`config.mk`:
```
export PLATFORM = sky130hd
export DESIGN_NAME = cpu_run_ctrl
export DESIGN_NICKNAME = d
export VERILOG_FILES = /design/src/rtl/cpu_run_ctrl.sv
export SDC_FILE = /design/constraint.sdc
export NUM_CORES = 1
export LEC_CHECK = 0
export ABC_CLOCK_PERIOD_IN_PS = 3000
export CAP_MARGIN = 20
export CORE_MARGIN = 5
export CORE_UTILIZATION = 25
export DETAILED_ROUTE_END_ITERATION = 12
export PLACE_DENSITY = 0.69
export SYNTH_ARGS = -nofsm -noshare
export SYNTH_HDL_FRONTEND = slang
export SYNTH_SLANG_ARGS = --single-unit
```
`constraint.sdc`:
```
create_clock -name clk_i -period 3 [get_ports clk_i]
set_clock_uncertainty 0.1 [all_clocks]
set_input_delay 0.75 -clock clk_i [delete_from_list [all_inputs] [get_ports clk_i]]
set_output_delay 0.75 -clock clk_i [all_outputs]
set_load 0.02 [all_outputs]
```
`src/rtl/cpu_run_ctrl.sv`:
```
// Run/halt/single-step sequencer that gates the core's commit enable.
// Optional CYCLE_CNT_EN macro adds free-running cycle and retired-instruction counters.
module cpu_run_ctrl #(
    parameter int ADDR_W = 32,
    parameter int CNT_W  = 32
) (
    input  logic              clk_i,
    input  logic              rst_i,
    input  logic              start_i,
    input  logic              step_req_i,
    input  logic              halt_req_i,
    input  logic              halt_insn_i,
    input  logic              bp_en_i,
    input  logic [ADDR_W-1:0] bp_addr_i,
    input  logic [ADDR_W-1:0] pc_value_i,
    output logic              cpu_en_o,
    output logic [1:0]        state_o,
    output logic              halted_o,
    output logic [1:0]        halt_cause_o,
    output logic [CNT_W-1:0]  cycle_cnt_o,
    output logic [CNT_W-1:0]  retired_cnt_o
);

    typedef enum logic [1:0] {
        S_IDLE = 2'b00,
        S_RUN  = 2'b01,
        S_STEP = 2'b10,
        S_HALT = 2'b11
    } state_t;

    localparam logic [1:0] C_NONE = 2'b00;
    localparam logic [1:0] C_REQ  = 2'b01;
    localparam logic [1:0] C_BP   = 2'b10;
    localparam logic [1:0] C_INSN = 2'b11;

    state_t     state_q;
    logic [1:0] cause_q;
    logic       bp_skip_q;
    logic       bp_match;

    always_comb begin
        bp_match = bp_en_i && (pc_value_i == bp_addr_i) && !bp_skip_q;
    end

    always_comb begin
        cpu_en_o = 1'b0;
        if (!rst_i) begin
            case (state_q)
                S_RUN:   cpu_en_o = !halt_req_i && !bp_match;
                S_STEP:  cpu_en_o = 1'b1;
                default: cpu_en_o = 1'b0;
            endcase
        end
    end

    always_ff @(posedge clk_i) begin
        if (rst_i) begin
            state_q   <= S_IDLE;
            cause_q   <= C_NONE;
            bp_skip_q <= 1'b0;
        end else begin
            case (state_q)
                S_IDLE: begin
                    if (start_i)         state_q <= S_RUN;
                    else if (step_req_i) state_q <= S_STEP;
                end
                S_RUN: begin
                    if (bp_match) begin
                        state_q <= S_HALT;
                        cause_q <= C_BP;
                    end else if (halt_req_i) begin
                        state_q <= S_HALT;
                        cause_q <= C_REQ;
                    end else if (halt_insn_i) begin
                        state_q <= S_HALT;
                        cause_q <= C_INSN;
                    end
                    // The skip only needs to cover the one commit at the breakpoint PC.
                    if (cpu_en_o) bp_skip_q <= 1'b0;
                end
                S_STEP: begin
                    state_q <= S_HALT;
                    cause_q <= halt_insn_i ? C_INSN : C_REQ;
                end
                S_HALT: begin
                    if (start_i) begin
                        state_q   <= S_RUN;
                        cause_q   <= C_NONE;
                        bp_skip_q <= 1'b1;
                    end else if (step_req_i) begin
                        state_q <= S_STEP;
                        cause_q <= C_NONE;
                    end
                end
                default: state_q <= S_IDLE;
            endcase
        end
    end

    assign state_o      = state_q;
    assign halted_o     = (state_q == S_HALT);
    assign halt_cause_o = cause_q;

`ifdef CYCLE_CNT_EN
    logic [CNT_W-1:0] cycle_cnt_q, cycle_cnt_d;
    logic [CNT_W-1:0] retired_cnt_q, retired_cnt_d;

    always_comb begin
        cycle_cnt_d   = cycle_cnt_q + CNT_W'(state_q != S_IDLE);
        retired_cnt_d = retired_cnt_q + CNT_W'(cpu_en_o);
    end

    always_ff @(posedge clk_i) begin
        if (rst_i) begin
            cycle_cnt_q   <= '0;
            retired_cnt_q <= '0;
        end else begin
            cycle_cnt_q   <= cycle_cnt_d;
            retired_cnt_q <= retired_cnt_d;
        end
    end

    assign cycle_cnt_o   = cycle_cnt_q;
    assign retired_cnt_o = retired_cnt_q;
`else
    assign cycle_cnt_o   = '0;
    assign retired_cnt_o = '0;
`endif

endmodule

```
After elaboration in Yosys (flattened, before gate mapping)
Index checks and enable logic that the tools add are counted.
{"block": "totals", "register_bits": 5, "wordCells": 42, "output_inout_bits": 70}
{"block": "classes", "reduce_logical": 13, "mux": 17, "eq_ne": 9}
{"op": "$eq A32 B32 Y1", "n": 1}
{"op": "$mux W2", "n": 10}
{"op": "$pmux W2 S3", "n": 2}
{"op": "$reduce_and A3 Y1", "n": 2}
{"op": "$eq A2 B2 Y1 const B", "n": 2}
{"op": "$ne A2 B2 Y1 const B", "n": 2}
{"op": "$ne A4 B4 Y1 const B", "n": 1}
{"op": "$pmux W1 S2", "n": 2}
{"op": "$logic_and A1 B1 Y1", "n": 3}
{"op": "$logic_not A1 Y1", "n": 3}
{"op": "$mux W1", "n": 3}
{"op": "$ne A3 B1 Y1 const B", "n": 1}
{"op": "$ne A3 B3 Y1 const B", "n": 1}
{"op": "$reduce_bool A3 Y1", "n": 1}
{"op": "$eq A2 B1 Y1 const B", "n": 1}
{"op": "$logic_not A2 Y1", "n": 1}
{"op": "$reduce_and A2 Y1", "n": 1}
{"op": "$reduce_bool A2 Y1", "n": 1}
{"op": "$reduce_or A2 Y1", "n": 1}

Longest topological paths before layout
Gate-level depths: netlist of run 1.
{"block": "depth", "word_depth": 9, "mapped_depth": 8}

Least setup slack after synthesis of run 1
OpenSTA, ideal clock, no wires.
{"block": "synth_timing", "path_kind": "input to output", "start": "in pc_value_i[7]", "end": "out cpu_en_o", "arrival_time_ns": 1.953, "n_path_buf": 0, "cell_stages": 6, "t_required_ns": 2.150, "setup_slack_ns": 0.197, "cell_sequence": "nor2b_1 -> a2111o_1 -> nor4_2 -> and4_4 -> nor2_1 -> o21a_1"}
{"block": "synth_via", "elab_chain_len": 7}
{"element": "start, declared", "line_no": "15", "rtl": "input logic [ADDR_W-1:0] pc_value_i,"}
{"element": "$eq A32 B32 Y1", "line_no": "42", "rtl": "bp_match = bp_en_i && (pc_value_i == bp_addr_i) && !bp_skip_q;"}
{"element": "$logic_and A1 B1 Y1 (2 in a row)", "line_no": "42"}
{"element": "$logic_not A1 Y1", "line_no": "49", "rtl": "S_RUN: cpu_en_o = !halt_req_i && !bp_match;"}
{"element": "$logic_and A1 B1 Y1", "line_no": "49"}
{"element": "$pmux W1 S2", "line_no": "48", "rtl": "case (state_q)"}
{"element": "$mux W1", "line_no": "47", "rtl": "if (!rst_i) begin"}
{"element": "end, declared", "line_no": "16", "rtl": "output logic cpu_en_o,"}
Every way passes these cells.

Worst setup path in the final report of run 1
{"block": "layout_timing", "start": "in bp_addr_i[5]", "end": "out cpu_en_o"}
{"block": "layout_via", "elab_chain_len": 7}
{"element": "start, declared", "line_no": "14", "rtl": "input logic [ADDR_W-1:0] bp_addr_i,"}
{"element": "$eq A32 B32 Y1", "line_no": "42"}
{"element": "$logic_and A1 B1 Y1 (2 in a row)", "line_no": "42"}
{"element": "$logic_not A1 Y1", "line_no": "49"}
{"element": "$logic_and A1 B1 Y1", "line_no": "49"}
{"element": "$pmux W1 S2", "line_no": "48"}
{"element": "$mux W1", "line_no": "47"}
Every way passes these cells.

==> run_results.csv, run 1 <==
group,metric,value,unit
outcome,status,"finished, final reports clean",
clock_tree,cts_tree,"built",
power,combPwrFrac,66.6,%
placed_design,dp_hpwl,3.35,mm
synth,synth.avg_cell_area,7.46,sq um
global_routing,antenna_found_initial,0,
die,coreArea,5110,sq um
critical_path,crit_fanout,2,
clock_tree,numCtsBuffers,3,
die,die_w,82.7,um
synth,syn-instance-count,177,
critical_path,start_kind,"input port",
power,ir_worst_vdd,0.000187,V
die,dieHeight,82.7,um
clock_tree,cts_root_buf,"clkbuf_8",
die,io_pins,141,
critical_path,r2r-end,"state_o[1]",
global_routing,grt_pass1_wl,5.06,mm
final_layout,layout.nets,342,
die,placementRows,26,
detailed_routing,first_iter_violations,32,
critical_path,path_class,"input port to output port",
worst_hold_path,whs_endpoint,"halt_cause_o[0]",
timing,min_period,2980,ps
power,internal_power,378,uW
worst_hold_path,worstHoldStart,"halt_cause_o[0]",
synth,ys_seq_elements,5,
global_routing,grt-ovfl-total,0,
critical_path,r2r_cells,7,
power,p_clk_share,18.9,%
power,switching_share,42.4,%
critical_path,required,2150,ps
timing,fmax,335,MHz
global_routing,grt_use_total,9.44,%
worst_hold_path,hold_path_class,"flop to flop",
timing,setup_ws,15.5,ps
clock_tree,htreeDepth,1,
clock_tree,clock-sinks,5,
clock_tree,postCtsHoldBufs,0,
job,max_cap_viol_count,0,
clock_tree,clock_latency,220,ps
timing,holdWs,411,ps
detailed_routing,totalWireLength,4.07,mm
final_layout,stdcell_area,2310,sq um
synth,yosysUniqueCellTypes,32,
timing,rsz0062_at_grt,"true",
timing,period_share,99.5,%
critical_path,rr_startpoint,"bp_skip_q",
synth,syn_area,1320,sq um
timing,final_hold_viol_count,0,
final_layout,n_antenna_cell,0,
power,p_sw,278,uW
critical_path,critPathCaptureType,"output port",
final_layout,layout_common_cells,"conb_1, dlymetal6s2s_1, xnor2_1",
critical_path,cp.arrival,2130,ps
die,die-area,6830,sq um
placed_design,pre_cts_ws,-851,ps
timing,maxSlewViolCount,0,
clock_tree,cts_buffer_depth,2,
synth,yosysWarnings,0,
detailed_routing,vias,1296,
final_layout,layout.cells.most_common,"conb_1",
placed_design,place_congestion,0.771,
synth,synth-edff-count,0,
clock_tree,cts.clk_slew.worst_paths,40,ps
detailed_routing,firstDrtPassIters,2,
placed_design,io_buffers,76,
synth,seq_area_frac_synth,7.58,%
final_layout,drive_gt1_share,17.3,%
global_routing,grt_max_degree,7,
power,power_frac_seq,14.5,%
synth,synth_flop_cell,"dfxtp_1",
timing,setup-violations-final,0,
synth,async_flop_share,0,%
detailed_routing,drcViolationCount,0,
detailed_routing,wl_per_cell,12.1,um
global_routing,first_global_vias,1215,
critical_path,reg2reg_slack,1010,ps
power,p_per_area,284,nW/um^2
detailed_routing,ant_nets,0,
detailed_routing,vias_per_cell,3.86,
placed_design,placed_cell_area,1980,sq um
die,start_util,25.8,%
power,p_leak,0.00146,uW
final_layout,area.growth.synth_to_final,75.0,%
worst_hold_path,hold_depth,2,
metrics by stage:
stage	total power [uW]	utilization, %	std cells	setup TNS (ps)
finish	656	45.2	336	0
global route	703	45.2	336	-63.7
CTS	645	40.0	334	-193
detailed placement	514	38.9	330	-851
global placement	510	38.9	330	-844
floorplan	396	-	240	0
synthesized netlist by cell type, types with 4 or more instances:
cell type | number | share of area, %
nand2_1 | 10 | 2.8
buf_4 | 64 | 36
nor2_1 | 11 | 3.1
nand4_1 | 10 | 4.7
xnor2_1 | 27 | 18
ha_1 | 4 | 3.8
nand3_1 | 4 | 1.5
a21oi_1 | 5 | 1.9
dfxtp_1 | 5 | 7.6
inv_1 | 5 | 1.4
nor2b_1 | 4 | 1.9
power by group through the flow:
stage / clock [uW] / combinational [uW] / sequential [uW]
global route: 131 / 476 / 96.5
detailed placement: 0 / 418 / 96.0
global placement: 0 / 414 / 96.0
finish: 124 / 437 / 95.2
CTS: 126 / 424 / 95.1
floorplan: 0 / 281 / 114
critical path: stages:
cell	delay, ps
buf_6	90
nor2b_4	110
a2111o_1	380
nor4_4	200
and4_4	270
nor2_2	30
o21a_1	170
buf_6	130
per-layer routing:
metal	global-route usage [%]	share of wire [%]	up-vias
met5	0	0	-
met4	1.47	1.1	0
met3	2.06	8.1	4
met2	19.4	59	71
met1	9.68	32	577
li1	-	-	644
layout make-up:
| type | instances | area, sq um |
|---|---|---|
| multi-input combinational | 166 | 1100 |
| timing repair buffer | 86 | 958 |
| tap | 70 | 87.6 |
| clock buffer | 4 | 45.0 |
| fill | 513 | 2800 |
| sequential | 5 | 100 |
| inverter | 5 | 18.8 |
worst max-delay path by stage:
stage                              from       end  slack, ps  cells after the start
final                      bp_addr_i[5]  cpu_en_o         20                      8
after global routing       bp_addr_i[5]  cpu_en_o        -60                      8
after CTS                  bp_addr_i[5]  cpu_en_o       -190                      8
after detailed placement  pc_value_i[7]  cpu_en_o       -850                      8
after global placement    pc_value_i[7]  cpu_en_o       -840                      8
after floorplan           pc_value_i[7]  cpu_en_o        200                      6
kinds of logic (layout without fill, tap and decap cells):
family | after synthesis | after routing | synth area share, %
buf+inv | 69 | 95 | 37.8
simple gates | 52 | 52 | 22.1
xor+xnor | 29 | 29 | 19.2
compound gates | 17 | 17 | 9.19
flops | 5 | 5 | 7.58
fa+ha+maj | 4 | 4 | 3.79
other cells | 1 | 64 | 0.284
registers in the layout, summed over array words and instances, names as in the netlist:
signal and flops:
state_o 2, halt_cause_o 2, bp_skip_q 1
what timing repair did:
| action | in CTS | in global routing |
|---|---|---|
| buffers inserted | 0 | 2 |
| gates resized for setup | 32 | 78 |
| gates cloned | 0 | 0 |
| pin swaps | 5 | 39 |
| setup endpoints to repair | 1 | 1 |
Power figures use the tool's default switching activity.
==> inputs of run 2 (changes only) <==
--- a/config.mk
+++ b/config.mk
@@ -11,6 +11,7 @@
 export CORE_UTILIZATION = 25
 export DETAILED_ROUTE_END_ITERATION = 12
 export PLACE_DENSITY = 0.69
+export RECOVER_POWER = 25
 export SYNTH_ARGS = -nofsm -noshare
 export SYNTH_HDL_FRONTEND = slang
 export SYNTH_SLANG_ARGS = --single-unit
==> run_results.csv, run 2 (same netlist as run 1, synthesis figures left out) <==
group,metric,value,unit
die,start_util,25.8,%
final_layout,drive_gt1_share,17.3,%
final_layout,area.growth.synth_to_final,75.0,%
critical_path,crit_fanout,2,
detailed_routing,totalWireLength,4.06,mm
placed_design,dp_cells,330,
timing,period_share,99.5,%
worst_hold_path,hold_path_class,"flop to flop",
timing,holdWs,408,ps
global_routing,antenna_found_initial,0,
detailed_routing,first_iter_violations,32,
timing,min_period,2980,ps
placed_design,io_buffers,76,
detailed_routing,wl_met3,329,um
detailed_routing,ant_nets,0,
timing,rsz0062_at_grt,"true",
clock_tree,clock-sinks,5,
clock_tree,clock_latency,220,ps
final_layout,fill_cells,513,
die,placementRows,26,
job,max_cap_viol_count,0,
critical_path,critPathCaptureType,"output port",
global_routing,grt_pass1_wl,5.06,mm
power,p_sw,278,uW
die,io_pins,141,
power,internal_power,375,uW
power,p_per_area,283,nW/um^2
critical_path,path_class,"input port to output port",
detailed_routing,vias,1296,
clock_tree,numCtsBuffers,3,
detailed_routing,drt-met1-wl,1.31,mm
placed_design,place_congestion,0.771,
clock_tree,cts_tree,"built",
outcome,status,"finished, final reports clean",
die,dieHeight,82.7,um
clock_tree,cts_buffer_depth,2,
timing,maxSlewViolCount,0,
final_layout,final_cells,336,
critical_path,required,2150,ps
detailed_routing,vias_per_cell,3.86,
timing,setup-violations-final,0,
timing,fmax,335,MHz
final_layout,layout.cells.most_common,"conb_1",
power,ir_worst_vdd,0.000186,V
global_routing,grt-ovfl-total,0,
detailed_routing,firstDrtPassIters,2,
timing,setup_ws,15.5,ps
power,p_leak,0.00147,uW
global_routing,grt_max_degree,7,
timing,final_hold_viol_count,0,
die,coreArea,5110,sq um
die,die-area,6830,sq um
final_layout,n_antenna_cell,0,
detailed_routing,dr.max_layer_used,"met4",
clock_tree,cts.clk_slew.worst_paths,40,ps
global_routing,first_global_vias,1215,
critical_path,start_kind,"input port",
placed_design,pre_cts_ws,-851,ps
power,power_frac_seq,14.5,%
detailed_routing,wl_met2,2.38,mm
final_layout,layout.nets,342,
final_layout,stdcell_area,2310,sq um
detailed_routing,drcViolationCount,0,
die,die_w,82.7,um
placed_design,placed_cell_area,1980,sq um
critical_path,cp.arrival,2130,ps
clock_tree,cts_root_buf,"clkbuf_8",
global_routing,grt_use_total,9.44,%
power,combPwrFrac,66.5,%
detailed_routing,wl_per_cell,12.1,um
power,switching_share,42.5,%
final_layout,layout_common_cells,"conb_1, dlymetal6s2s_1, xnor2_1",
power,p_clk_share,19.0,%
clock_tree,htreeDepth,1,
power,finalPower,653,uW
placed_design,dp_hpwl,3.35,mm
run 2: final timing paths:
check | slack [ps] | endpoint | depth (start not counted) | from
min | 410 | halt_cause_o[0] | 2 | halt_cause_o[0]
max reg2reg | 1010 | state_o[1] | 7 | bp_skip_q
max | 20 | cpu_en_o | 8 | bp_addr_i[5]
min reg2reg | 410 | halt_cause_o[0] | 2 | halt_cause_o[0]
run 2: final cells by class:
type	instances	area, sq um	share of cell area [%]
Tap cell	70	87.6	3.79
Timing Repair Buffer	86	958	41.5
Inverter	5	18.8	0.813
Sequential cell	5	100	4.33
Clock buffer	4	45.0	1.95
Multi-Input combinational cell	166	1100	47.6
run 2: per-stage QoR:
step | util, % | TNS (ps)
floorplan | - | 0
detailed placement | 38.9 | -851
global route | 45.2 | -63.7
global placement | 38.9 | -844
CTS | 40.0 | -193
finish | 45.2 | 0
run 2: power groups by stage:
stage / clock network (uW) / logic [uW] / registers [uW]
global route: 131 / 473 / 96.2
floorplan: 0 / 281 / 114
CTS: 126 / 424 / 95.1
global placement: 0 / 414 / 96.0
detailed placement: 0 / 418 / 96.0
finish: 124 / 434 / 94.8
run 2: what timing repair did:
action / 4_1_cts / 5_1_grt
buffers inserted: 0 / 2
pin swaps: 5 / 39
gates resized for setup: 32 / 78
setup endpoints to repair: 1 / 1
hold buffers: 0 / 0
run 2: worst max-delay path, cell delays in order:
cell      delay [ps]
buf_6             90
nor2b_4          110
a2111o_1         380
nor4_4           200
and4_4           270
nor2_2            30
o21a_1           170
buf_6            130
run 2: per-layer routing:
layer | GRT usage [%] | vias to the layer above
met5 | 0 | -
met1 | 9.68 | 577
li1 | - | 644
met3 | 2.06 | 4
met4 | 1.47 | 0
met2 | 19.4 | 71
==> inputs of run 3 (changes only) <==
--- a/config.mk
+++ b/config.mk
@@ -10,7 +10,7 @@
 export CORE_MARGIN = 5
 export CORE_UTILIZATION = 25
 export DETAILED_ROUTE_END_ITERATION = 12
-export PLACE_DENSITY = 0.69
+export PLACE_DENSITY = 0.73
 export RECOVER_POWER = 25
 export SYNTH_ARGS = -nofsm -noshare
 export SYNTH_HDL_FRONTEND = slang
==> run_results.csv, run 3 (same netlist as run 1, synthesis figures left out) <==
group,metric,value,unit
clock_tree,cts_root_buf,"clkbuf_8",
final_layout,layout_common_cells,"conb_1, dlymetal6s2s_1, buf_4",
outcome,status,"complete, but fails checks",
final_layout,area.growth.synth_to_final,79.1,%
die,io_pins,141,
clock_tree,clock-sinks,5,
critical_path,critPathCapture,"cpu_en_o",
timing,setup_ws,-34.1,ps
placed_design,place_congestion,0.776,
final_layout,fill_cells,490,
die,coreArea,5110,sq um
detailed_routing,first_iter_violations,14,
final_layout,register_area,100,sq um
timing,final_hold_viol_count,0,
critical_path,start_kind,"input port",
detailed_routing,drcViolationCount,0,
power,p_per_area,288,nW/um^2
critical_path,cp.arrival,2180,ps
worst_hold_path,hold_path_class,"flop to flop",
detailed_routing,vias_per_cell,4.02,
global_routing,antenna_found_initial,0,
worst_hold_path,hold_depth,2,
outcome,violations,"negative setup slack",
detailed_routing,totalWireLength,4.45,mm
clock_tree,numCtsBuffers,3,
placed_design,dp_hpwl,3.34,mm
final_layout,layout.nets,357,
critical_path,r2r_cells,7,
global_routing,grt_use_total,10.1,%
detailed_routing,firstDrtPassIters,4,
die,die_w,82.7,um
power,p_leak,0.00143,uW
final_layout,drive_gt1_share,23.8,%
timing,min_period,3030,ps
clock_tree,cts_tree,"built",
die,start_util,25.8,%
final_layout,multi_input_area,1110,sq um
critical_path,reg2reg_slack,1000,ps
critical_path,crit_start,"pc_value_i[4]",
global_routing,first_global_vias,1228,
detailed_routing,vias,1412,
global_routing,grt_pass1_wl,5.26,mm
critical_path,r2r-end,"bp_skip_q",
timing,maxSlewViolCount,0,
global_routing,grt_max_degree,7,
die,die-area,6830,sq um
detailed_routing,ant_nets,0,
clock_tree,cts_buffer_depth,2,
critical_path,required,2150,ps
clock_tree,cts.clk_slew.worst_paths,40,ps
global_routing,grt-ovfl-total,0,
clock_tree,htreeDepth,1,
timing,setup-violations-final,1,
placed_design,pre_cts_ws,-810,ps
placed_design,io_buffers,76,
final_layout,layout.cells.most_common,"conb_1",
critical_path,rr_startpoint,"bp_skip_q",
worst_hold_path,worstHoldStart,"halt_cause_o[0]",
detailed_routing,wl_per_cell,12.7,um
critical_path,crit_fanout,2,
power,ir_worst_vdd,0.000125,V
timing,rsz0062_at_grt,"true",
final_layout,fin_util,46.3,%
clock_tree,clock_latency,230,ps
timing,period_share,101,%
critical_path,critPathCaptureType,"output port",
timing,fmax,330,MHz
critical_path,path_class,"input port to output port",
die,placementRows,26,
job,max_cap_viol_count,0,
die,dieHeight,82.7,um
final_layout,n_antenna_cell,0,
-- run 3: changes by cell type in the layout (fill, tap and decap cells not counted), moves of 2 or more --
| cell | delta |
|---|---|
| buf_4 | +15 |
| clkbuf_2 | +5 |
| clkdlybuf4s15_1 | +3 |
| clkdlybuf4s50_1 | +2 |
| dlygate4sd2_1 | +3 |
| dlymetal6s2s_1 | -14 |
-- run 3: power breakdown --
group	total [uW]	internal [uW]	switching (uW)
registers	94.8	82.1	12.7
clock network	133	91.9	40.9
logic	454	211	243
total	682	385	297
-- run 3: worst min-delay path by stage --
| stage | endpoint | slack [ps] |
|---|---|---|
| floorplan | bp_skip_q | 440 |
| global placement | halt_cause_o[0] | 400 |
| detailed placement | halt_cause_o[0] | 400 |
| CTS | halt_cause_o[0] | 400 |
| global route | halt_cause_o[0] | 420 |
| finish | halt_cause_o[0] | 410 |
-- run 3: critical path: stages --
cell	delay [ps]
clkdlybuf4s15_1	200
xnor2_2	180
nand4_1	200
nor4_4	260
and4_4	260
nor2_2	40
o21a_1	170
buf_6	130
-- run 3: timing repair --
action                                  in CTS  in global routing
resized for setup                           47                 75
endpoints found under the setup margin       1                  3
hold buffers                                 0                  0
pin swaps                                   13                 38
buffers inserted                            11                  6
-- run 3: through the flow --
stage / TNS [ps] / instances / total power [uW] / hold slack, ps / area [sq um]
after CTS: -159 / 345 / 655 / 403 / 2120
after global routing: -132 / 351 / 724 / 423 / 2360
after floorplan: 0 / 240 / 396 / 442 / 1560
after global placement: -825 / 330 / 510 / 399 / 1980
final: -34.1 / 351 / 682 / 407 / 2360
after detailed placement: -810 / 330 / 516 / 398 / 1980
-- run 3: routing by layer --
| metal | global-route usage (%) | vias to the layer above | routed length [um] |
|---|---|---|---|
| li1 | - | 675 | - |
| met1 | 8.96 | 643 | 1310 |
| met2 | 21.6 | 83 | 2640 |
| met3 | 1.63 | 11 | 384 |
| met4 | 3.92 | 0 | 119 |
| met5 | 0 | - | 0 |
-- run 3: layout make-up --
class,count,share of cell area [%]
sequential,5,4.23
timing repair buffer,101,42.4
tap,70,3.70
multi-input combinational,166,47.0
clock buffer,4,1.90
inverter,5,0.794
